[config.mk]
export PLATFORM = sky130hd
export DESIGN_NAME = sw_out_stage_flat
export DESIGN_NICKNAME = d
export VERILOG_FILES = /design/src/rtl/sw_out_stage_pkg.sv /design/src/rtl/sw_out_stage_if.sv /design/src/rtl/sw_out_stage_out_port_sel.sv /design/src/rtl/sw_out_stage.sv /design/src/flat_wrapper.sv
export SDC_FILE = /design/constraint.sdc
export NUM_CORES = 1
export LEC_CHECK = 0
export ABC_AREA = 0
export CAP_MARGIN = 20
export CORE_AREA = 2 2 232 234
export DETAILED_ROUTE_END_ITERATION = 10
export DIE_AREA = 0 0 234 236
export GPL_TIMING_DRIVEN = 0
export PLACE_DENSITY = 0.69
export SLEW_MARGIN = 30
export SYNTH_ARGS = -nofsm -noshare
export SYNTH_HDL_FRONTEND = slang
export SYNTH_SLANG_ARGS = --single-unit
[constraint.sdc]
create_clock -name clk -period 16.8 [get_ports clk]
set_input_delay 2.52 -clock clk [delete_from_list [all_inputs] [get_ports clk]]
set_output_delay 2.52 -clock clk [all_outputs]
set_load 0.005 [all_outputs]
[src/rtl/sw_out_stage_pkg.sv]
// Shared constants, error codes and helpers for the switch output stage.
package sw_out_stage_pkg;

  localparam int NUM_PORT = 4;

  // Allocation error codes, also reused by the router-level checker.
  typedef enum logic [1:0] {
    ERR_NONE      = 2'b00,
    ERR_COLLISION = 2'b01,
    ERR_UNICAST   = 2'b10,
    ERR_MC_ZERO   = 2'b11
  } errCode_e;

  // Number of set bits in a 4-bit port/channel vector (0..4).
  function automatic logic [2:0] popCount4(input logic [NUM_PORT-1:0] v);
    logic [2:0] n;
    n = '0;
    for (int i = 0; i < NUM_PORT; i++) n = n + {2'b00, v[i]};
    return n;
  endfunction

endpackage

[src/rtl/sw_out_stage_if.sv]
// Flit bus between the switch allocator and the output stage.
interface sw_out_stage_if
  import sw_out_stage_pkg::*;
#(
  parameter int FLIT_W = 64
);
  logic [NUM_PORT-1:0] valid_in;
  logic [NUM_PORT-1:0] mc_in;
  logic [FLIT_W-1:0]   flit_0, flit_1, flit_2, flit_3;
  logic [NUM_PORT-1:0] ppv_0, ppv_1, ppv_2, ppv_3;
  logic [NUM_PORT-1:0] allocPV_0, allocPV_1, allocPV_2, allocPV_3;
  logic [NUM_PORT-1:0] out_valid;
  logic [FLIT_W-1:0]   out_flit_0, out_flit_1, out_flit_2, out_flit_3;

  // Allocator / link side.
  modport master (
    output valid_in, mc_in, flit_0, flit_1, flit_2, flit_3,
           ppv_0, ppv_1, ppv_2, ppv_3,
           allocPV_0, allocPV_1, allocPV_2, allocPV_3,
    input  out_valid, out_flit_0, out_flit_1, out_flit_2, out_flit_3
  );

  // Output stage side.
  modport slave (
    input  valid_in, mc_in, flit_0, flit_1, flit_2, flit_3,
           ppv_0, ppv_1, ppv_2, ppv_3,
           allocPV_0, allocPV_1, allocPV_2, allocPV_3,
    output out_valid, out_flit_0, out_flit_1, out_flit_2, out_flit_3
  );
endinterface

[src/rtl/sw_out_stage_out_port_sel.sv]
// Per-output-port selector: picks the highest-priority (lowest rank)
// requesting flit and flags when more than one channel claims the port.
module out_port_sel
  import sw_out_stage_pkg::*;
#(
  parameter int FLIT_W = 64
) (
  input  logic [NUM_PORT-1:0] req,
  input  logic [FLIT_W-1:0]   flitIn [NUM_PORT],
  output logic [FLIT_W-1:0]   selFlit,
  output logic                selValid,
  output logic                collision
);

  // Priority mux (lowest rank wins) plus valid and collision flags.
  always_comb begin
    // NOTE: every combinational output gets a default first so no path leaves it unassigned (no latch).
    selFlit   = '0;
    selValid  = |req;
    collision = (popCount4(req) >= 3'd2);
    for (int c = NUM_PORT - 1; c >= 0; c--) begin
      if (req[c]) selFlit = flitIn[c];
    end
  end

endmodule

[src/rtl/sw_out_stage.sv]
// Switch output stage: steers ranked flits onto their granted output links,
// registers them, checks allocator results and keeps deflection statistics.
module sw_out_stage
  import sw_out_stage_pkg::*;
#(
  parameter int FLIT_W = 64,
  parameter int CNT_W  = 16
) (
  input  logic               clk,
  input  logic               reset,
  input  logic               clr_stats,
  sw_out_stage_if.slave      bus,
  output logic [CNT_W-1:0]   defl_cnt,
  output logic [CNT_W-1:0]   flit_cnt,
  output logic               err_sticky,
  output logic [1:0]         err_code
);

  logic [FLIT_W-1:0]   flitArr  [NUM_PORT];
  logic [NUM_PORT-1:0] allocArr [NUM_PORT];
  logic [NUM_PORT-1:0] ppvArr   [NUM_PORT];
  logic [NUM_PORT-1:0] reqVec   [NUM_PORT];
  logic [FLIT_W-1:0]   selFlit  [NUM_PORT];
  logic [NUM_PORT-1:0] selValid;
  logic [NUM_PORT-1:0] collVec;
  logic [FLIT_W-1:0]   outFlitQ [NUM_PORT];
  logic [NUM_PORT-1:0] outValidQ;
  logic [2:0]          deflInc;
  logic                uniErr, mcErr, anyErr;
  errCode_e            errNext, errCodeQ;

  assign flitArr  = '{bus.flit_0, bus.flit_1, bus.flit_2, bus.flit_3};
  assign allocArr = '{bus.allocPV_0, bus.allocPV_1, bus.allocPV_2, bus.allocPV_3};
  assign ppvArr   = '{bus.ppv_0, bus.ppv_1, bus.ppv_2, bus.ppv_3};

  // Clamp an increment of 0..4 so the counter sticks at all-ones.
  function automatic logic [CNT_W-1:0] satAdd(input logic [CNT_W-1:0] a, input logic [2:0] b);
    logic [CNT_W:0] s;
    s = {1'b0, a} + {{(CNT_W - 2){1'b0}}, b};
    return s[CNT_W] ? '1 : s[CNT_W-1:0];
  endfunction

  // Transpose grants into per-output request vectors; invalid channels drop out.
  always_comb begin
    for (int p = 0; p < NUM_PORT; p++) begin
      reqVec[p] = '0;
      for (int c = 0; c < NUM_PORT; c++) reqVec[p][c] = bus.valid_in[c] & allocArr[c][p];
    end
  end

  for (genvar p = 0; p < NUM_PORT; p++) begin : g_port
    out_port_sel #(.FLIT_W(FLIT_W)) u_sel (
      .req       (reqVec[p]),
      .flitIn    (flitArr),
      .selFlit   (selFlit[p]),
      .selValid  (selValid[p]),
      .collision (collVec[p])
    );
  end

  // Per-channel grant checks, deflection count and prioritised error code.
  always_comb begin
    uniErr  = 1'b0;
    mcErr   = 1'b0;
    deflInc = '0;
    for (int c = 0; c < NUM_PORT; c++) begin
      if (bus.valid_in[c]) begin
        if (bus.mc_in[c]) begin
          if (allocArr[c] == '0) mcErr = 1'b1;
        end else if (popCount4(allocArr[c]) != 3'd1) begin
          uniErr = 1'b1;
        end
        if ((allocArr[c] != '0) && ((allocArr[c] & ppvArr[c]) == '0)) deflInc = deflInc + 3'd1;
      end
    end
    anyErr = (|collVec) | uniErr | mcErr;
    if (|collVec)   errNext = ERR_COLLISION;
    else if (uniErr) errNext = ERR_UNICAST;
    else if (mcErr)  errNext = ERR_MC_ZERO;
    else             errNext = ERR_NONE;
  end

  // Output link registers; an idle port keeps its last flit.
  always_ff @(posedge clk or posedge reset) begin
    if (reset) begin
      // NOTE: sequential state uses non-blocking assignments so every register samples pre-edge values.
      outValidQ <= '0;
      for (int p = 0; p < NUM_PORT; p++) outFlitQ[p] <= '0;
    end else begin
      outValidQ <= selValid;
      for (int p = 0; p < NUM_PORT; p++) begin
        if (selValid[p]) outFlitQ[p] <= selFlit[p];
      end
    end
  end

  // Statistics and first-error capture; clear beats same-cycle events.
  always_ff @(posedge clk or posedge reset) begin
    if (reset) begin
      defl_cnt   <= '0;
      flit_cnt   <= '0;
      err_sticky <= 1'b0;
      errCodeQ   <= ERR_NONE;
    end else if (clr_stats) begin
      defl_cnt   <= '0;
      flit_cnt   <= '0;
      err_sticky <= 1'b0;
      errCodeQ   <= ERR_NONE;
    end else begin
      defl_cnt <= satAdd(defl_cnt, deflInc);
      flit_cnt <= satAdd(flit_cnt, popCount4(bus.valid_in));
      if (anyErr && !err_sticky) begin
        err_sticky <= 1'b1;
        errCodeQ   <= errNext;
      end
    end
  end

  assign err_code       = errCodeQ;
  assign bus.out_valid  = outValidQ;
  assign bus.out_flit_0 = outFlitQ[0];
  assign bus.out_flit_1 = outFlitQ[1];
  assign bus.out_flit_2 = outFlitQ[2];
  assign bus.out_flit_3 = outFlitQ[3];

endmodule

[src/flat_wrapper.sv]
// flat-port wrapper written by rule: the top's interface ports become plain ports
module sw_out_stage_flat import sw_out_stage_pkg::*;
#(
  parameter int FLIT_W = 64,
  parameter int CNT_W  = 16
)
  (clk, reset, clr_stats, defl_cnt, flit_cnt, err_sticky, err_code, bus_valid_in, bus_mc_in, bus_flit_0, bus_flit_1, bus_flit_2, bus_flit_3, bus_ppv_0, bus_ppv_1, bus_ppv_2, bus_ppv_3, bus_allocPV_0, bus_allocPV_1, bus_allocPV_2, bus_allocPV_3, bus_out_valid, bus_out_flit_0, bus_out_flit_1, bus_out_flit_2, bus_out_flit_3);
  sw_out_stage_if #(.FLIT_W(FLIT_W)) bus_i ();
  input  logic clk;
  input  logic reset;
  input  logic clr_stats;
  output logic [CNT_W-1:0] defl_cnt;
  output logic [CNT_W-1:0] flit_cnt;
  output logic err_sticky;
  output logic [1:0] err_code;
  input wire logic [$bits(bus_i.valid_in)-1:0] bus_valid_in;
  input wire logic [$bits(bus_i.mc_in)-1:0] bus_mc_in;
  input wire logic [$bits(bus_i.flit_0)-1:0] bus_flit_0;
  input wire logic [$bits(bus_i.flit_1)-1:0] bus_flit_1;
  input wire logic [$bits(bus_i.flit_2)-1:0] bus_flit_2;
  input wire logic [$bits(bus_i.flit_3)-1:0] bus_flit_3;
  input wire logic [$bits(bus_i.ppv_0)-1:0] bus_ppv_0;
  input wire logic [$bits(bus_i.ppv_1)-1:0] bus_ppv_1;
  input wire logic [$bits(bus_i.ppv_2)-1:0] bus_ppv_2;
  input wire logic [$bits(bus_i.ppv_3)-1:0] bus_ppv_3;
  input wire logic [$bits(bus_i.allocPV_0)-1:0] bus_allocPV_0;
  input wire logic [$bits(bus_i.allocPV_1)-1:0] bus_allocPV_1;
  input wire logic [$bits(bus_i.allocPV_2)-1:0] bus_allocPV_2;
  input wire logic [$bits(bus_i.allocPV_3)-1:0] bus_allocPV_3;
  output wire logic [$bits(bus_i.out_valid)-1:0] bus_out_valid;
  output wire logic [$bits(bus_i.out_flit_0)-1:0] bus_out_flit_0;
  output wire logic [$bits(bus_i.out_flit_1)-1:0] bus_out_flit_1;
  output wire logic [$bits(bus_i.out_flit_2)-1:0] bus_out_flit_2;
  output wire logic [$bits(bus_i.out_flit_3)-1:0] bus_out_flit_3;
  assign bus_i.valid_in = bus_valid_in;
  assign bus_i.mc_in = bus_mc_in;
  assign bus_i.flit_0 = bus_flit_0;
  assign bus_i.flit_1 = bus_flit_1;
  assign bus_i.flit_2 = bus_flit_2;
  assign bus_i.flit_3 = bus_flit_3;
  assign bus_i.ppv_0 = bus_ppv_0;
  assign bus_i.ppv_1 = bus_ppv_1;
  assign bus_i.ppv_2 = bus_ppv_2;
  assign bus_i.ppv_3 = bus_ppv_3;
  assign bus_i.allocPV_0 = bus_allocPV_0;
  assign bus_i.allocPV_1 = bus_allocPV_1;
  assign bus_i.allocPV_2 = bus_allocPV_2;
  assign bus_i.allocPV_3 = bus_allocPV_3;
  assign bus_out_valid = bus_i.out_valid;
  assign bus_out_flit_0 = bus_i.out_flit_0;
  assign bus_out_flit_1 = bus_i.out_flit_1;
  assign bus_out_flit_2 = bus_i.out_flit_2;
  assign bus_out_flit_3 = bus_i.out_flit_3;
  sw_out_stage #(.FLIT_W(FLIT_W), .CNT_W(CNT_W)) u_core (.clk(clk), .reset(reset), .clr_stats(clr_stats), .bus(bus_i), .defl_cnt(defl_cnt), .flit_cnt(flit_cnt), .err_sticky(err_sticky), .err_code(err_code));
endmodule
==> results of run 1 <==
registers in the layout, indices dropped and copies added (netlist names):
register	flops
u_core.bus.out_flit_0	64
u_core.bus.out_flit_1	64
u_core.bus.out_flit_2	64
u_core.bus.out_flit_3	64
u_core.bus.out_valid	4
u_core.defl_cnt	16
u_core.err_code	2
u_core.err_sticky	1
u_core.flit_cnt	16
final cells by class:
cell class              count  area (µm²)
diodes                     12        30.0
plain buffers             227        1160
clock buffers              51        1020
clock inverters            13         155
fillers                  4926       26400
inverters                  45         176
multi-input cells        1513        9860
flip-flops and latches    295        7380
well taps                 696         871
repair buffers            596        6040
through the flow:
step	cell area (µm²)	power (mW)
detailed placement	25500	1.69
floorplan	18600	1.20
CTS	26700	2.50
global placement	25400	1.68
global route	26700	2.60
finish	26700	2.51
routing by layer:
layer | track usage, % | routed length [µm] | up-vias
met1 | 45.4 | 38000 | 10900
met2 | 55.6 | 46200 | 1842
met3 | 8.95 | 12100 | 331
met4 | 16.9 | 5120 | 12
met5 | 0 | 67 | -
li1 | - | - | 9306
logic make-up after synthesis:
group	count (synthesis)
AO/OA/AOI/OAI	824
AND/OR/NAND/NOR	621
flip-flops	295
buffers and inverters	272
adder cells (fa/ha/maj)	38
XOR/XNOR	25
multiplexers	5
final timing paths:
kind / start / to
max: bus_allocPV_1[0] / u_core.defl_cnt[10]
min: u_core.bus.out_flit_0[41] / u_core.bus.out_flit_0[41]
max reg2reg: u_core.flit_cnt[0] / u_core.flit_cnt[9]
min reg2reg: u_core.bus.out_flit_0[41] / u_core.bus.out_flit_0[41]
max in group asynchronous: reset / u_core.bus.out_flit_0[16]
min in group asynchronous: reset / u_core.bus.out_flit_0[47]
power breakdown:
| part | leakage [nW] | switching (mW) | total [mW] | internal, mW |
|---|---|---|---|---|
| logic | 6.23 | 0.404 | 0.801 | 0.396 |
| registers | 3.55 | 0.0853 | 0.901 | 0.816 |
| clock network | 0.568 | 0.342 | 0.813 | 0.471 |
cells in the final DEF, fill, tap and decap left out, types with 5 or more instances in the layout:
cell type        netlist  layout
nand3_1               10      10
and3_1                 7       7
buf_2                 72      72
o211ai_1             256     256
ha_1                  27      27
a221o_1              256     256
nand4_1                6       6
dfrtp_1              295     295
diode_2                0      12
buf_4                 10      10
and2_1                 9       9
clkbuf_1              91     101
fa_1                  11      11
clkdlybuf4s50_1        0     592
buf_6                 24      24
a31oi_1              260     260
and4_1                 5       5
nor3_1                 9       9
clkinv_2               0       5
inv_1                 44      43
a21oi_1               32      32
buf_1                 30      30
clkbuf_16              0      37
xnor2_1               10      10
nor2_1               263     263
xor2_1                14      14
nand2_1              280     280
worst max-delay path, cell delays in order:
cell and delay, ns:
clkdlybuf4s50_1 0.56, inv_1 0.07, ha_1 0.21, a31o_2 0.25, a221oi_1 0.32, ha_1 0.30, mux2_4 0.29, ha_1 0.29
mux2_2 0.28, ha_1 0.18, inv_1 0.05, nor2_1 0.05, xnor2_1 0.20, ha_1 0.30, nor2b_1 0.16, o21bai_1 0.35
and2b_1 0.29, nand3_2 0.13, buf_2 0.23, a21oi_1 0.10
==> metrics.cfg, run 1 <==
[logic_synthesis]
ys_types = 55
synth_compound_area_share_pct = 34.7
synthTopCellsByCount = dfrtp_1, nand2_1, nor2_1
netlist_area_um2 = 18600
ys.flop_type = dfrtp_1
synthSimpleGateAreaFrac_pct = 13.9
synth_edf_count = 0
synth_xor_area_share_pct = 1.22
synth_top_cell_by_area = dfrtp_1
yosysWarnings = 0
synth_fp_nets = 2417
synth_area_leaders = dfrtp_1, a221o_1, o211ai_1
async_reset_ff_share_pct = 100
postSynthCellCount = 2080
yosys.area_share.adder_pct = 3.01
synth.top_cell.area_share_pct = 39.8
synth_seq_cells = 295
postSynthAreaPerCell_um2 = 8.93
seq_area_frac_synth_pct = 39.8
synth_most_common_cell = dfrtp_1
synth_top_family_by_area = compound AO/OA/AOI/OAI gates
synthMuxAreaShare_pct = 0.310

[finish]
fin_cells = 3448
nets = 3052
finish.utilization_pct = 50.3
drive_above_1_share_pct = 6.72
area_delta_synth_final_pct = 43.7

[drt]
firstDrtPassIters = 8
wl_per_cell_um = 29.4
via_per_inst = 6.50
vias = 22400
drtIter0Drc = 3385
drt-total-wl_um = 101000
drc_errors = 0
antenna_left = 0

[critical_path]
critical_path_class = input port to register
worst_r2r_path_depth = 8
cp_max_fo = 10
required_ns = 17.21
critPathArrivalTime_ns = 7.10
startpoint_type = input port
ff2ff_setup_slack_ns = 14.48
end_kind = register

[sta]
fin_ws_ns = 10.11
fin_crit_ns = 6.69
finalClockSkew_ns = 0.00465
whs_ns = 0.549
fmax_ghz = 0.150
slew_viol_final = 0
tns_ns = 0
finalCritPeriodShare_pct = 39.8
tightest_slew_ns = 1.09
rsz0062_at_grt = false
setup_viol = 0
slew_headroom_pct = 27.2
hold_viol_final = 0

[clocking]
cts_made_buffers = 37
h-tree-depth = 2
postCtsHoldBufs = 0
cts_tree = done
clk_latency_ns = 0.55
clkTransAtPathRegs_ns = 0.06
ctsResizeCount = 0
cts_sinks = 295
postCtsSetupBuffers = 0
clockBufferDepth = 3
root_buffer = clkbuf_16

[die]
dieHeight_um = 236
fp.dieArea_um2 = 55200
die_w_um = 234
fp.coreArea_um2 = 53100
floorplan.io_pins = 594
rows = 85
initial_core_util_pct = 35.0

[grt]
grt_pass1_wl_um = 146000
antenna_found_initial = 18
grt-ovfl-total = 0
grt_pass1_vias = 21800
grt_use_total_pct = 35.4
grt_max_degree = 90

[power]
ir_drop_v = 0.0000573
power_density_nw_per_um2 = 94.2
p_leak_nw = 10.4

[placement]
placedCellCount = 3372
place.gp.congestion = 0.958
dp_slack_ns = 9.53
port_buffers = 592
dp_hpwl_um = 73000

[min_path]
min_delay_path_depth = 2
hp-class = register to register

[status]
outcome = finished, final reports clean

[run]
cap_viol_max_count = 0

(Power assumes the default switching activity.)
==> run 2, diff against run 1 <==
==> constraint.sdc (replaced) <==
create_clock -name clk -period 6.5 [get_ports clk]
set_input_delay 0.975 -clock clk [delete_from_list [all_inputs] [get_ports clk]]
set_output_delay 0.975 -clock clk [all_outputs]
set_load 0.005 [all_outputs]
==> metrics.cfg, run 2 (same netlist as run 1, synthesis figures left out) <==
[die]
fp.dieArea_um2 = 55200  ; unchanged
rows = 85  ; unchanged
floorplan.io_pins = 594  ; unchanged
die_w_um = 234  ; unchanged
initial_core_util_pct = 35.0  ; unchanged
dieHeight_um = 236  ; unchanged
fp.coreArea_um2 = 53100  ; unchanged

[power]
ir_drop_v = 0.000197  ; +240%
finalPower_mw = 6.63  ; +160%
p_leak_nw = 10.5  ; +1.4%
power_density_nw_per_um2 = 246  ; +160%

[critical_path]
worst_r2r_path_depth = 8  ; unchanged
required_ns = 6.91  ; -10.30 ns
cp_max_fo = 10  ; unchanged
critPathArrivalTime_ns = 5.55  ; -1.55 ns
critical_path_class = input port to register
end_kind = register
startpoint_type = input port

[sta]
fmax_ghz = 0.194
fin_ws_ns = 1.36  ; -8.76 ns
finalCritPeriodShare_pct = 79.1
tightest_slew_ns = 1.05  ; -0.0401 ns
finalClockSkew_ns = 0.00885  ; +0.00420 ns
rsz0062_at_grt = false
hold_viol_final = 0  ; unchanged
fin_crit_ns = 5.14
slew_viol_final = 0  ; unchanged
setup_viol = 0  ; unchanged
whs_ns = 0.534  ; -0.0147 ns
slew_headroom_pct = 29.9  ; +2.7 points

[min_path]
hp-class = register to register
min_delay_path_depth = 2  ; unchanged

[grt]
grt_max_degree = 30  ; -67%
grt_pass1_vias = 21900  ; +0.50%
grt_pass1_wl_um = 147000  ; +0.47%
grt_use_total_pct = 35.6  ; +0.20 points
grt-ovfl-total = 0  ; unchanged
antenna_found_initial = 17  ; -1

[finish]
nets = 3061  ; +0.29%
drive_above_1_share_pct = 7.34  ; +0.62 points
finish.utilization_pct = 50.8  ; +0.52 points
mostFrequentLayoutCell = clkdlybuf4s50_1
fin_cells = 3461  ; +0.38%
area_delta_synth_final_pct = 45.2
final_cell_mix = clkdlybuf4s50_1, dfrtp_1, nand2_1

[drt]
drtIter0Drc = 3042  ; -10%
wl_per_cell_um = 29.2  ; -0.58%
antenna_left = 0  ; unchanged
vias = 22300  ; -0.62%
drc_errors = 0  ; unchanged
firstDrtPassIters = 8  ; unchanged
drt-total-wl_um = 101000  ; -0.20%
via_per_inst = 6.43  ; -1.0%

[placement]
placedCellCount = 3380  ; +0.24%
port_buffers = 592  ; unchanged
dp_slack_ns = 0.758  ; -8.77 ns
place.gp.congestion = 0.953  ; -0.52%
dp_hpwl_um = 73900  ; +1.2%

[clocking]
cts_sinks = 295  ; unchanged
clockBufferDepth = 3  ; unchanged
cts_tree = done
h-tree-depth = 2  ; unchanged
clk_latency_ns = 0.55  ; about the same
postCtsHoldBufs = 0  ; unchanged
root_buffer = clkbuf_16
postCtsSetupBuffers = 0  ; unchanged
ctsResizeCount = 0  ; unchanged
cts_made_buffers = 38  ; +2.7%
clkTransAtPathRegs_ns = 0.06  ; about the same

[run]
cap_viol_max_count = 0  ; unchanged

[status]
outcome = finished, final reports clean

-- run 2: cell type report --
class / count / area, µm²
fill: 4957 / 26100
tap: 696 / 871
timing repair buffer: 604 / 6200
clock buffer: 53 / 1120
buffer: 227 / 1160
inverter: 45 / 173
multi-input combinational: 1513 / 9860
clock inverter: 16 / 175
sequential: 295 / 7380
antenna: 12 / 30.0
-- run 2: worst max-delay path: stages --
cell and delay [ns]:
clkdlybuf4s50_1 0.56, inv_1 0.08, ha_1 0.22, a31o_2 0.25, a221oi_1 0.31, ha_1 0.30, mux2_4 0.29, ha_1 0.29
mux2_2 0.28, ha_1 0.18, inv_1 0.05, nor2_1 0.05, xnor2_1 0.14, ha_1 0.33, nor2b_1 0.16, o21bai_1 0.34
and2b_1 0.29, nand3_2 0.13, buf_2 0.23, a21oi_1 0.10
-- run 2: metal layers --
| metal | GRT usage (%) | up-vias | wire length (µm) |
|---|---|---|---|
| li1 | - | 9332 | - |
| met1 | 45.2 | 10900 | 38600 |
| met2 | 55.9 | 1674 | 45800 |
| met3 | 9.18 | 363 | 11200 |
| met4 | 17.6 | 10 | 5550 |
| met5 | 0 | - | 63 |
-- run 2: power breakdown --
part	internal, mW	leakage, nW	switching (mW)
clock network	1.33	0.639	0.902
registers	2.11	3.55	0.225
logic	1.03	6.30	1.04
-- run 2: metrics by stage --
stage / setup TNS, ns / instance area (µm²)
final: 0 / 27000
after detailed placement: 0 / 25600
after CTS: 0 / 26900
after global routing: 0 / 27000
after floorplan: 0 / 18600
after global placement: -199.82 / 25400
-- run 2: worst paths after layout --
kind | startpoint | endpoint | slack, ns
worst max-delay path | bus_allocPV_1[0] | u_core.defl_cnt[3] | 1.36
worst min-delay path | u_core.err_code[0] | u_core.err_code[0] | 0.53
worst max register to register | u_core.flit_cnt[0] | u_core.flit_cnt[8] | 4.18
worst min register to register | u_core.err_code[0] | u_core.err_code[0] | 0.53
max in group asynchronous | reset | u_core.bus.out_flit_0[4] | 4.37
min in group asynchronous | reset | u_core.bus.out_flit_0[39] | 0.77
